**src/rtl/sram_req_ctrl_pkg.sv**
```systemverilog
// Shared constants and state encoding for the SRAM request controller.
package sram_req_ctrl_pkg;

  localparam int unsigned DEF_AW        = 8;
  localparam int unsigned DEF_DW        = 256;
  localparam int unsigned DEF_RSP_DEPTH = 2;

  typedef enum logic {
    INIT = 1'b0,
    RUN  = 1'b1
  } state_t;

endpackage

```
**src/rtl/sram_rsp_fifo.sv**
```systemverilog
// Read-response FIFO with fall-through: a push into an empty FIFO is visible
// at the head in the same cycle, so single-cycle read latency is preserved.
module sram_rsp_fifo #(
  parameter int unsigned DW    = 256,
  parameter int unsigned DEPTH = 2
) (
  input  logic                         clock,
  input  logic                         reset_n,
  input  logic                         push,
  input  logic [DW-1:0]                push_data,
  input  logic                         pop,
  output logic                         valid,
  output logic [DW-1:0]                head,
  output logic [$clog2(DEPTH+1)-1:0]   occupancy
);

  localparam int unsigned PW = $clog2(DEPTH);
  localparam int unsigned OW = $clog2(DEPTH + 1);

  logic [DW-1:0] mem [DEPTH];
  logic [PW-1:0] wr_ptr;
  logic [PW-1:0] rd_ptr;
  logic [OW-1:0] count;
  logic          empty;
  logic          wr_en;
  logic          rd_en;

  function automatic logic [PW-1:0] wrap_inc(input logic [PW-1:0] p);
    return (p == PW'(DEPTH - 1)) ? '0 : p + PW'(1);
  endfunction

  // A push popped straight through an empty FIFO is never stored.
  always_comb begin
    empty     = (count == '0);
    wr_en     = push & ~(empty & pop);
    rd_en     = pop & ~empty;
    valid     = ~empty | push;
    head      = empty ? push_data : mem[rd_ptr];
    occupancy = count;
  end

  // Pointer and occupancy bookkeeping.
  always_ff @(posedge clock) begin
    if (!reset_n) begin
      wr_ptr <= '0;
      rd_ptr <= '0;
      count  <= '0;
    end else begin
      if (wr_en) wr_ptr <= wrap_inc(wr_ptr);
      if (rd_en) rd_ptr <= wrap_inc(rd_ptr);
      count <= count + OW'(wr_en) - OW'(rd_en);
    end
  end

  // Storage array; contents need no reset since occupancy gates visibility.
  always_ff @(posedge clock) begin
    if (wr_en) mem[wr_ptr] <= push_data;
  end

endmodule

```
**src/rtl/sram_req_ctrl.sv**
```systemverilog
// SRAM request controller: zero-latency command issue, in-order read
// responses through a reserved-space FIFO.
// Optional SRAM_REQ_CTRL_INIT_EN: zero-fill the whole SRAM after reset.
module sram_req_ctrl
  import sram_req_ctrl_pkg::*;
#(
  parameter int unsigned AW        = DEF_AW,
  parameter int unsigned DW        = DEF_DW,
  parameter int unsigned RSP_DEPTH = DEF_RSP_DEPTH
) (
  input  logic          clock,
  input  logic          reset_n,
  input  logic          req_valid,
  output logic          req_ready,
  input  logic          req_write,
  input  logic [AW-1:0] req_addr,
  input  logic [DW-1:0] req_wdata,
  output logic          rsp_valid,
  input  logic          rsp_ready,
  output logic [DW-1:0] rsp_data,
  output logic          sram_valid,
  output logic          sram_write,
  output logic [AW-1:0] sram_addr,
  output logic [DW-1:0] sram_wdata,
  input  logic [DW-1:0] sram_rdata,
  output logic          busy
);

  localparam int unsigned OW = $clog2(RSP_DEPTH + 1);

  logic          in_run;
  logic          accept;
  logic          pop;
  logic          inflight;
  logic          room;
  logic [OW-1:0] occupancy;
  logic [OW:0]   committed;

`ifdef SRAM_REQ_CTRL_INIT_EN
  state_t        state;
  state_t        state_nxt;
  logic [AW-1:0] init_addr;
  logic [AW-1:0] init_addr_nxt;

  // State and zero-fill address registers.
  always_ff @(posedge clock) begin
    if (!reset_n) begin
      state     <= INIT;
      init_addr <= '0;
    end else begin
      state     <= state_nxt;
      init_addr <= init_addr_nxt;
    end
  end

  // Walk every address once, then run forever.
  always_comb begin
    state_nxt     = state;
    init_addr_nxt = init_addr;
    if (state == INIT) begin
      init_addr_nxt = init_addr + AW'(1);
      if (init_addr == '1) state_nxt = RUN;
    end
  end

  assign in_run = (state == RUN);
  assign busy   = ~in_run;
`else
  assign in_run = 1'b1;
  assign busy   = 1'b0;
`endif

  // Reads need a free slot counting the in-flight read and this cycle's pop.
  always_comb begin
    pop       = rsp_valid & rsp_ready;
    committed = {1'b0, occupancy} + (OW+1)'(inflight) - (OW+1)'(pop);
    room      = committed < (OW+1)'(RSP_DEPTH);
  end

  // Handshake and memory command; requests pass straight through to the SRAM.
  always_comb begin
    req_ready  = in_run & (req_write | room);
    accept     = req_valid & req_ready;
    sram_valid = accept;
    sram_write = req_write;
    sram_addr  = req_addr;
    sram_wdata = req_wdata;
`ifdef SRAM_REQ_CTRL_INIT_EN
    if (state == INIT) begin
      sram_valid = 1'b1;
      sram_write = 1'b1;
      sram_addr  = init_addr;
      sram_wdata = '0;
    end
`endif
  end

  // Marks the cycle in which read data is returned by the SRAM.
  always_ff @(posedge clock) begin
    if (!reset_n) inflight <= 1'b0;
    else          inflight <= accept & ~req_write;
  end

  sram_rsp_fifo #(
    .DW    (DW),
    .DEPTH (RSP_DEPTH)
  ) u_rsp_fifo (
    .clock     (clock),
    .reset_n   (reset_n),
    .push      (inflight),
    .push_data (sram_rdata),
    .pop       (pop),
    .valid     (rsp_valid),
    .head      (rsp_data),
    .occupancy (occupancy)
  );

endmodule

```
**config.mk**
```make
export PLATFORM = sky130hd
export DESIGN_NAME = sram_req_ctrl
export DESIGN_NICKNAME = d
export VERILOG_FILES = /design/src/rtl/sram_req_ctrl_pkg.sv /design/src/rtl/sram_rsp_fifo.sv /design/src/rtl/sram_req_ctrl.sv
export SDC_FILE = /design/constraint.sdc
export NUM_CORES = 1
export LEC_CHECK = 0
export CORE_AREA = 2 2 405 407
export DETAILED_ROUTE_END_ITERATION = 6
export DIE_AREA = 0 0 407 409
export PLACE_DENSITY = 0.45
export SYNTH_ARGS = -nofsm -noshare
export SYNTH_HDL_FRONTEND = slang
export SYNTH_SLANG_ARGS = --single-unit
export TNS_END_PERCENT = 5
```
**constraint.sdc**
```tcl
create_clock -name clock -period 19.67 [get_ports clock]
set_input_delay 3.934 -clock clock [delete_from_list [all_inputs] [get_ports clock]]
set_output_delay 3.934 -clock clock [all_outputs]
set_load 0.05 [all_outputs]
```
Word-level counts from Yosys, hierarchy flattened. Memories as Yosys holds them, arrays and structs flattened. A register that Yosys moved wholly into a read port is not among the register bits. Index checks and enable logic that the tools add are counted.

Memories: 1. Logic and storage cells: 31. Memory bits (writable): 512. Output and inout bits: 525. Register bits: 5.

Memory list: u_rsp_fifo.mem (depth 2, bits a word 256, rd ports 1, clocked after Yosys merged registers in 1, write ports 1, RTL line sram_rsp_fifo.sv:20) `logic [DW-1:0] mem [DEPTH];`.

Bitwise gates (word level): 11. Reductions and logical operators: 1. Add/subtract/negate cells: 6. Magnitude comparators: 1. Mux-type cells: 7.

Operators by type and width (count): 256-bit two-way mux (1); 1-bit bitwise AND (6); 1-bit two-way mux (6); 2-bit by 1-bit adder with 3-bit output (1); 3-bit by 2-bit less-than comparator with 1-bit output (second input constant) (1); 1-bit NOT (3); 3-bit by 1-bit subtractor with 3-bit output (1); 1-bit adder (second input constant) (2); 2-bit by 1-bit adder with 2-bit output (1); 2-bit logical NOT (1); 1-bit bitwise OR (2); 2-bit by 1-bit subtractor with 2-bit output (1).

Depth between registers and ports, before layout. Gate-level depths: netlist (run 1).

Depth in word-level cells: 9. Gate-level depth with buffers: 9. Gate-level depth less buffers: 9.

By module. A second synthesis (run 1) with hierarchy kept.

Cells, all modules: 1674. Area total of the unflattened synthesis: 23163.5 um^2.

Modules (own cells, without submodules): sram_rsp_fifo (sequential area each 15474.8 um^2, cells an instance 1392, times used 1, area an instance 21038.9 um^2); sram_req_ctrl (sequential area each 20.0 um^2, cells an instance 282, times used 1, area an instance 2124.5 um^2).

Worst setup path before layout (run 1). OpenSTA, ideal clock, no wires.

Path kind: input to register. Start: input rsp_ready. End: memory u_rsp_fifo.mem[0][0], enable pin. Required time: 18762 ps. Setup time: 908 ps. Data arrival time: 15458 ps. Stages: 2. Buffers on the path: 0. Slack: 3304 ps. Cells stage by stage: a31oi_1 nor2b_1.

Word-level cells in the longest chain between the ends: 6.

RTL lines: from (decl) (RTL line sram_req_ctrl.sv:19) `input logic rsp_ready,`; 1-bit bitwise AND (RTL line sram_req_ctrl.sv:75) `pop = rsp_valid & rsp_ready;`; 1-bit bitwise AND (RTL line sram_rsp_fifo.sv:35) `wr_en = push & ~(empty & pop);`; 1-bit NOT (RTL line sram_rsp_fifo.sv:35); 1-bit bitwise AND (RTL line sram_rsp_fifo.sv:35); 1-bit two-way mux (RTL line sram_rsp_fifo.sv:57) `if (wr_en) mem[wr_ptr] <= push_data;`; 1-bit two-way mux (not written as such) (RTL line sram_rsp_fifo.sv:57); to (decl) (RTL line sram_rsp_fifo.sv:20).

No other way between the ends.

Final worst setup path (run 1).
Start: input rsp_ready. End: output req_ready.

Word-level cells in the longest chain between the ends: 4.

RTL lines: 1-bit bitwise AND (RTL line sram_req_ctrl.sv:75); 3-bit by 1-bit subtractor with 3-bit output (RTL line sram_req_ctrl.sv:76) `committed = {1'b0, occupancy} + (OW+1)'(inflight) - (OW+1)'(pop);`; 3-bit by 2-bit less-than comparator with 1-bit output (RTL line sram_req_ctrl.sv:77) `room = committed < (OW+1)'(RSP_DEPTH);`; 1-bit bitwise OR (RTL line sram_req_ctrl.sv:82) `req_ready = in_run & (req_write | room);`; to (decl) (RTL line sram_req_ctrl.sv:14) `output logic req_ready,`.

No other way between the ends.

==> metrics, run 1 <==
WP data arrival=6.47 ns; post-synthesis mux area share=0.110; share of layout cells above drive strength 1=0.0556; VDD IR-drop max=around 0.11 mV; setup TNS=0 ns; CP Max Fanout=3; kind of end point of the critical path=output port; post-cts resize count=0; status=finished clean; Final min period=10.41 ns; pwr dens=179 nW/um2; CTS H-tree depth=3; Synth Area in Simple Gates=0.0450; utilization after layout=0.190; placed instance area=28700 um2; DRT iter0 DRCs=506; DRC Markers=0; largest net degree at the start of global routing=124; Synth Area in Compound Gates=0.0558; synthesized cell area=~23000 um2; Reg2Reg Setup Slack=15.44 ns; relative slew slack=0.361; vias per inst=about 3.2; Max Cap Viol=0; sequential-to-total area share from yosys stat=0.665; Final Hold Fails=0; Clock Skew=about 0.015 ns; Top Ports=1050; Congestion Overflow GR=0; antenna-violating nets left=0; post-synth cell types=25; Worst-path clk slew=0.05 ns; P_leak=9.35 nW; HPWL after DPL=about 43 mm; NumNets Final=2460; Finished Cell Area=30700 um2; die span in y=between 400 and 500 um; Synth Area in XOR/XNOR=0.00150; Syn Nets=2202; Critical Path RT=15.74 ns; Mapped Avg Cell Area=~14 um2; Post-CTS Setup Bufs=0; CTS tree=done; largest family of logic cells by synthesized area=buffers and inverters; ys flop type=edfxtp_1; GRT Total Usage=0.0739; input/output buffers=520; final worst path period share=0.529; Post-CTS Hold Buffers=0; Ys Warns=0; Post-Synth Adder-Cell Area=0.00247; Horiz. Die Dim=a little over 400 um; CP Capture Point=req_ready; Setup WS pre-CTS=9.25 ns; Syn-to-layout area delta=31.9%; DRT Pass-1 Iters=4; reg-to-reg critical path startpoint=u_rsp_fifo.occupancy[1]$_SDFF_PN0_; fmax=between 0.09 and 0.1 GHz; routed wire length=between 60 and 70 mm; EDFF count, synth=about 510; die area=around 170000 um2; unrepaired setup endpoints after global routing=false; Final GP Congestion=just over 0.7; Setup-failing EPs final=0; worst skew pair latency=0.62 ns; flops & latches, synth=518; Ant. Diodes=0; initial antenna violation count=10; TritonCTS Buffers=67; # fillers=17600; crit path setup slack, layout=9.26 ns; crit path from=rsp_ready; reg2reg end=u_rsp_fifo.mem[0][85]$_DFFE_PP_; Final Max Slew Viols=0; Core Region=roughly 160000 um2; Final Total Pwr=around 5.5 mW; vias in the first global route=13400; HP Class=register to register; DR vias=13300; first-pass GRT wire length=90.9 mm; Worst setup SP type=input port; Longest Clk Path Bufs=3; CTS root buffer=clkbuf_16; CTS sink cnt=518; std cell rows=148; Syn Inst Count=1673; wire per inst=between 15 and 20 um; crit path kind=input port to output port; initial core utilization=0.144; cells on worst reg2reg path=6; worst-margin pin slew=0.958 ns; Post-synth ARST share=0
-- cells in the final DEF (no fill, tap or decap), types with 2 or more instances in the layout --
cell type and instances:
mux2i_1 257, edfxtp_1 512, clkinv_2 2, clkbuf_1 14, clkbuf_16 68, nand2_1 2
buf_4 18, clkinv_1 20, clkinvlp_4 2, a21oi_1 256, clkinv_8 3, ha_1 3
clkdlybuf4s50_1 520, xnor2_1 4, inv_1 6, buf_12 3, and2_1 5, nor2_1 258
dfxtp_1 5, bufinv_16 4, inv_6 4
-- layout make-up --
| class | count | area [um2] | area share |
|---|---|---|---|
| Multi-Input combinational cell | 797 | 5030 | 0.164 |
| Clock buffer | 82 | 1750 | 0.0571 |
| Tap cell | 2175 | 2720 | 0.0885 |
| Timing Repair Buffer | 541 | 5400 | 0.176 |
| Inverter | 6 | 22.5 | 0.000733 |
| Clock inverter | 36 | 313 | 0.0102 |
| Sequential cell | 518 | 15500 | 0.504 |
-- worst max-delay path, stage by stage --
cell	delay, ns
clkdlybuf4s50_1	0.43
and2_1	0.15
ha_1	0.27
nor2_1	0.05
fa_1	0.40
xnor2_1	0.19
nor2_1	0.08
or2_2	0.27
clkdlybuf4s50_1	0.70
-- flip-flops by register name, summed over array words and instances (netlist names), named ones only --
signal / cells
u_rsp_fifo.mem: 512
u_rsp_fifo.occupancy: 2
u_rsp_fifo.wr_ptr: 1
inflight: 1
u_rsp_fifo.rd_ptr: 1
-- synth_stat cells, drive strengths merged (2+ instances only) --
cell type	n	area [um2]
edfxtp	512	15400
buf	348	2750
nor2	258	968
mux2i	257	2570
a21oi	256	1280
and2	6	37.5
dfxtp	6	120
inv	6	22.5
clkbuf	4	30.0
xnor2	4	35.0
ha	3	37.5
nand2	2	7.51
or2	2	12.5
-- power breakdown --
group | total, mW | switching (mW) | leakage [nW] | internal [mW]
sequential | 1.32 | 0.0246 | 4.67 | 1.30
combinational | 3.02 | 2.12 | 3.69 | 0.902
clock | 1.16 | 0.472 | 0.993 | 0.687
total | 5.50 | 2.61 | 9.35 | 2.89
-- per-layer routing --
layer | track usage | vias to the layer above | wire, um
li1 | - | 6324 | -
met1 | 0.0841 | 6185 | 26000
met2 | 0.109 | 603 | 27700
met3 | 0.0413 | 156 | 7680
met4 | 0.0375 | 20 | 2410
met5 | 0.00731 | - | 281
-- through the flow --
| step | hold slack [ns] | instances |
|---|---|---|
| final | 0.516 | 4155 |
| after global routing | 0.564 | 4155 |
| after CTS | 0.515 | 4155 |
| after detailed placement | 0.505 | 4037 |
| after global placement | 0.507 | 4037 |
| after floorplan | 0.451 | 1673 |
-- cells by family (layout without fill, tap and decap cells) --
| kind of cell | count (synthesis) | in the layout |
|---|---|---|
| XOR/XNOR | 4 | 4 |
| flip-flops | 518 | 518 |
| AND/OR/NAND/NOR | 272 | 272 |
| AO/OA/AOI/OAI | 259 | 259 |
| adder cells (fa/ha/maj) | 4 | 4 |
| other | 1 | 1 |
| buffers and inverters | 358 | 665 |
| multiplexers | 257 | 257 |
-- how the worst min path moves through the flow --
stage / depth (start not counted) / start / slack (ns) / to
CTS: 2 / u_rsp_fifo.wr_ptr$_SDFFE_PN0P_ / 0.51 / u_rsp_fifo.wr_ptr$_SDFFE_PN0P_
finish: 2 / u_rsp_fifo.wr_ptr$_SDFFE_PN0P_ / 0.52 / u_rsp_fifo.wr_ptr$_SDFFE_PN0P_
detailed placement: 2 / u_rsp_fifo.wr_ptr$_SDFFE_PN0P_ / 0.51 / u_rsp_fifo.wr_ptr$_SDFFE_PN0P_
global route: 2 / u_rsp_fifo.wr_ptr$_SDFFE_PN0P_ / 0.56 / u_rsp_fifo.wr_ptr$_SDFFE_PN0P_
floorplan: 2 / u_rsp_fifo.wr_ptr$_SDFFE_PN0P_ / 0.45 / u_rsp_fifo.wr_ptr$_SDFFE_PN0P_
global placement: 2 / u_rsp_fifo.wr_ptr$_SDFFE_PN0P_ / 0.51 / u_rsp_fifo.wr_ptr$_SDFFE_PN0P_
(Power assumes the default switching activity.)
==> inputs of run 2 (changes only) <==
Settings changed: CORE_AREA 2 2 405 407 to 2 2 413 415, DIE_AREA 0 0 407 409 to 0 0 415 417.
Clock period 19.67 ns to 8.9 ns, I/O delays scaled along.
==> run 2 against run 1 <==
Compared with the run above:
- design area shrank 0.34%
- critical endpoint unchanged
- highest routed layer unchanged
- hold slack improved by 0.00065 ns
- register-to-register slack got worse by 10 ns
==> metrics, run 2 (synthesis gave the netlist of run 1 again) <==
status=finished clean; largest net degree at the start of global routing=109 (-12%); Non-Filler Instances=4192 (+0.89%); unrepaired setup endpoints after global routing=false; cells on worst reg2reg path=4 (-2); Endpoint, Worst Hold=u_rsp_fifo.wr_ptr$_SDFFE_PN0P_; DRT Pass-1 Iters=5 (+1); Final Hold Fails=0 (unchanged); Max Cap Viol=0 (unchanged); GRT Total Usage=0.0808 (+0.00688); routed wire length=74.2 mm (+16%); Worst-path clk slew=0.05 ns (about the same); crit path kind=input port to output port; post-cts resize count=0 (unchanged); initial antenna violation count=3 (-7); Worst setup SP type=input port; Final min period=6.13 ns; Setup-failing EPs final=0 (unchanged); Syn-to-layout area delta=31.4%; placed insts=4081 (+1.1%); NumNets Final=2455 (-0.20%); final worst path period share=0.689; CTS H-tree depth=2 (-1); input/output buffers=520 (unchanged); first-pass GRT wire length=102 mm (+12%); P_leak=9.27 nW (-0.88%); Ant. Diodes=0 (unchanged); Horiz. Die Dim=415 um (+2.0%); kind of end point of the critical path=output port; Reg with most FFs=u_rsp_fifo.mem; hold depth=2 (unchanged); relative slew slack=0.260 (-0.101); CTS root buffer=clkbuf_16; DR vias=13500 (+1.8%); share of layout cells above drive strength 1=0.0542 (-0.00135); Top Ports=1050 (unchanged); reg2reg end=u_rsp_fifo.mem[1][139]$_DFFE_PP_; CP Max Fanout=3 (unchanged); WP data arrival=4.35 ns (-2.12 ns); std cell rows=151 (+2.0%); die area=173000 um2 (+4.0%); Final Max Slew Viols=0 (unchanged); Congestion Overflow GR=0 (unchanged); TritonCTS Buffers=61 (-9.0%); DRC Markers=0 (unchanged); vias in the first global route=13200 (-1.3%); commonest non-fill, non-tap cell in the layout=clkdlybuf4s50_1; Post-CTS Hold Buffers=0 (unchanged); worst-margin pin slew=1.11 ns (+0.152 ns); max reg flops=512 (unchanged); Critical Path RT=7.12 ns (-8.62 ns); fmax=0.163 GHz; wire per inst=17.7 um (+15%); Longest Clk Path Bufs=3 (unchanged); Hold Crit Start=u_rsp_fifo.wr_ptr$_SDFFE_PN0P_; Final GP Congestion=0.800 (+13%); CTS tree=done; VDD IR-drop max=0.232 mV (+110%); initial core utilization=0.138 (-0.00555); Clock Skew=0.0125 ns (-0.00215 ns); commonest non-fill, non-tap cells in the layout=clkdlybuf4s50_1 (520), edfxtp_1 (512), nor2_1 (258), mux2i_1 (257), a21oi_1 (256); Core Region=169000 um2 (+4.0%); pwr dens=394 nW/um2 (+120%); Reg2Reg Setup Slack=5.41 ns (-10.03 ns); DRT iter0 DRCs=749 (+48%); HPWL after DPL=51.4 mm (+20%); worst skew pair latency=0.65 ns (+0.03 ns); setup TNS=0 ns (unchanged); vias per inst=3.23 (+0.88%); CTS sink cnt=518 (unchanged); HP Class=register to register; reg-to-reg critical path startpoint=u_rsp_fifo.occupancy[1]$_SDFF_PN0_; Post-CTS Setup Bufs=0 (unchanged); die span in y=417 um (+2.0%); antenna-violating nets left=0 (unchanged)
run 2: worst max-delay path by stage:
stage,start,to,cells past startpoint
floorplan,rsp_ready,u_rsp_fifo.mem[1][0]$_DFFE_PP_,2
global placement,rsp_ready,req_ready,9
detailed placement,rsp_ready,req_ready,9
CTS,rsp_ready,req_ready,9
global route,rsp_ready,req_ready,9
finish,rsp_ready,req_ready,9
run 2: cell type report:
class | instances | area (um2)
clock buffers | 81 | 1640
clock inverters | 30 | 183
fillers | 18400 | 138000
inverters | 6 | 22.5
multi-input cells | 797 | 5030
flip-flops and latches | 518 | 15500
well taps | 2218 | 2780
repair buffers | 542 | 5480
run 2: where the power goes:
part	total, mW	switching (mW)	internal (mW)
clock	2.34	1.02	1.32
combinational	6.81	4.78	2.02
sequential	2.94	0.0692	2.87
total	12.1	5.87	6.21
run 2: critical path, cell delays in order:
cell	delay, ns
clkdlybuf4s50_1	0.43
and2_1	0.15
ha_1	0.27
nor2_1	0.05
fa_1	0.40
xnor2_1	0.20
nor2_1	0.08
or2_2	0.27
clkdlybuf4s50_1	0.70
run 2: metal layers:
layer  global-route usage  part of all wire  up-vias
li1                     -                 -     6314
met1               0.0917              0.39     6464
met2                0.118              0.44      597
met3               0.0582              0.14      137
met4               0.0192             0.020       12
met5               0.0278            0.0051        -
run 2: through the flow:
stage	power (mW)	worst slack [ns]	hold slack, ns	util	instance area [um2]
2_1_floorplan	8.08	0.344	0.485	-	23300
3_3_place_gp	9.87	2.74	0.509	0.171	28800
3_5_place_dp	9.86	2.79	0.515	0.171	28800
4_1_cts	12.3	2.79	0.523	0.182	30600
5_1_grt	12.6	2.70	0.540	0.182	30600
6_report	12.1	2.77	0.516	0.182	30600
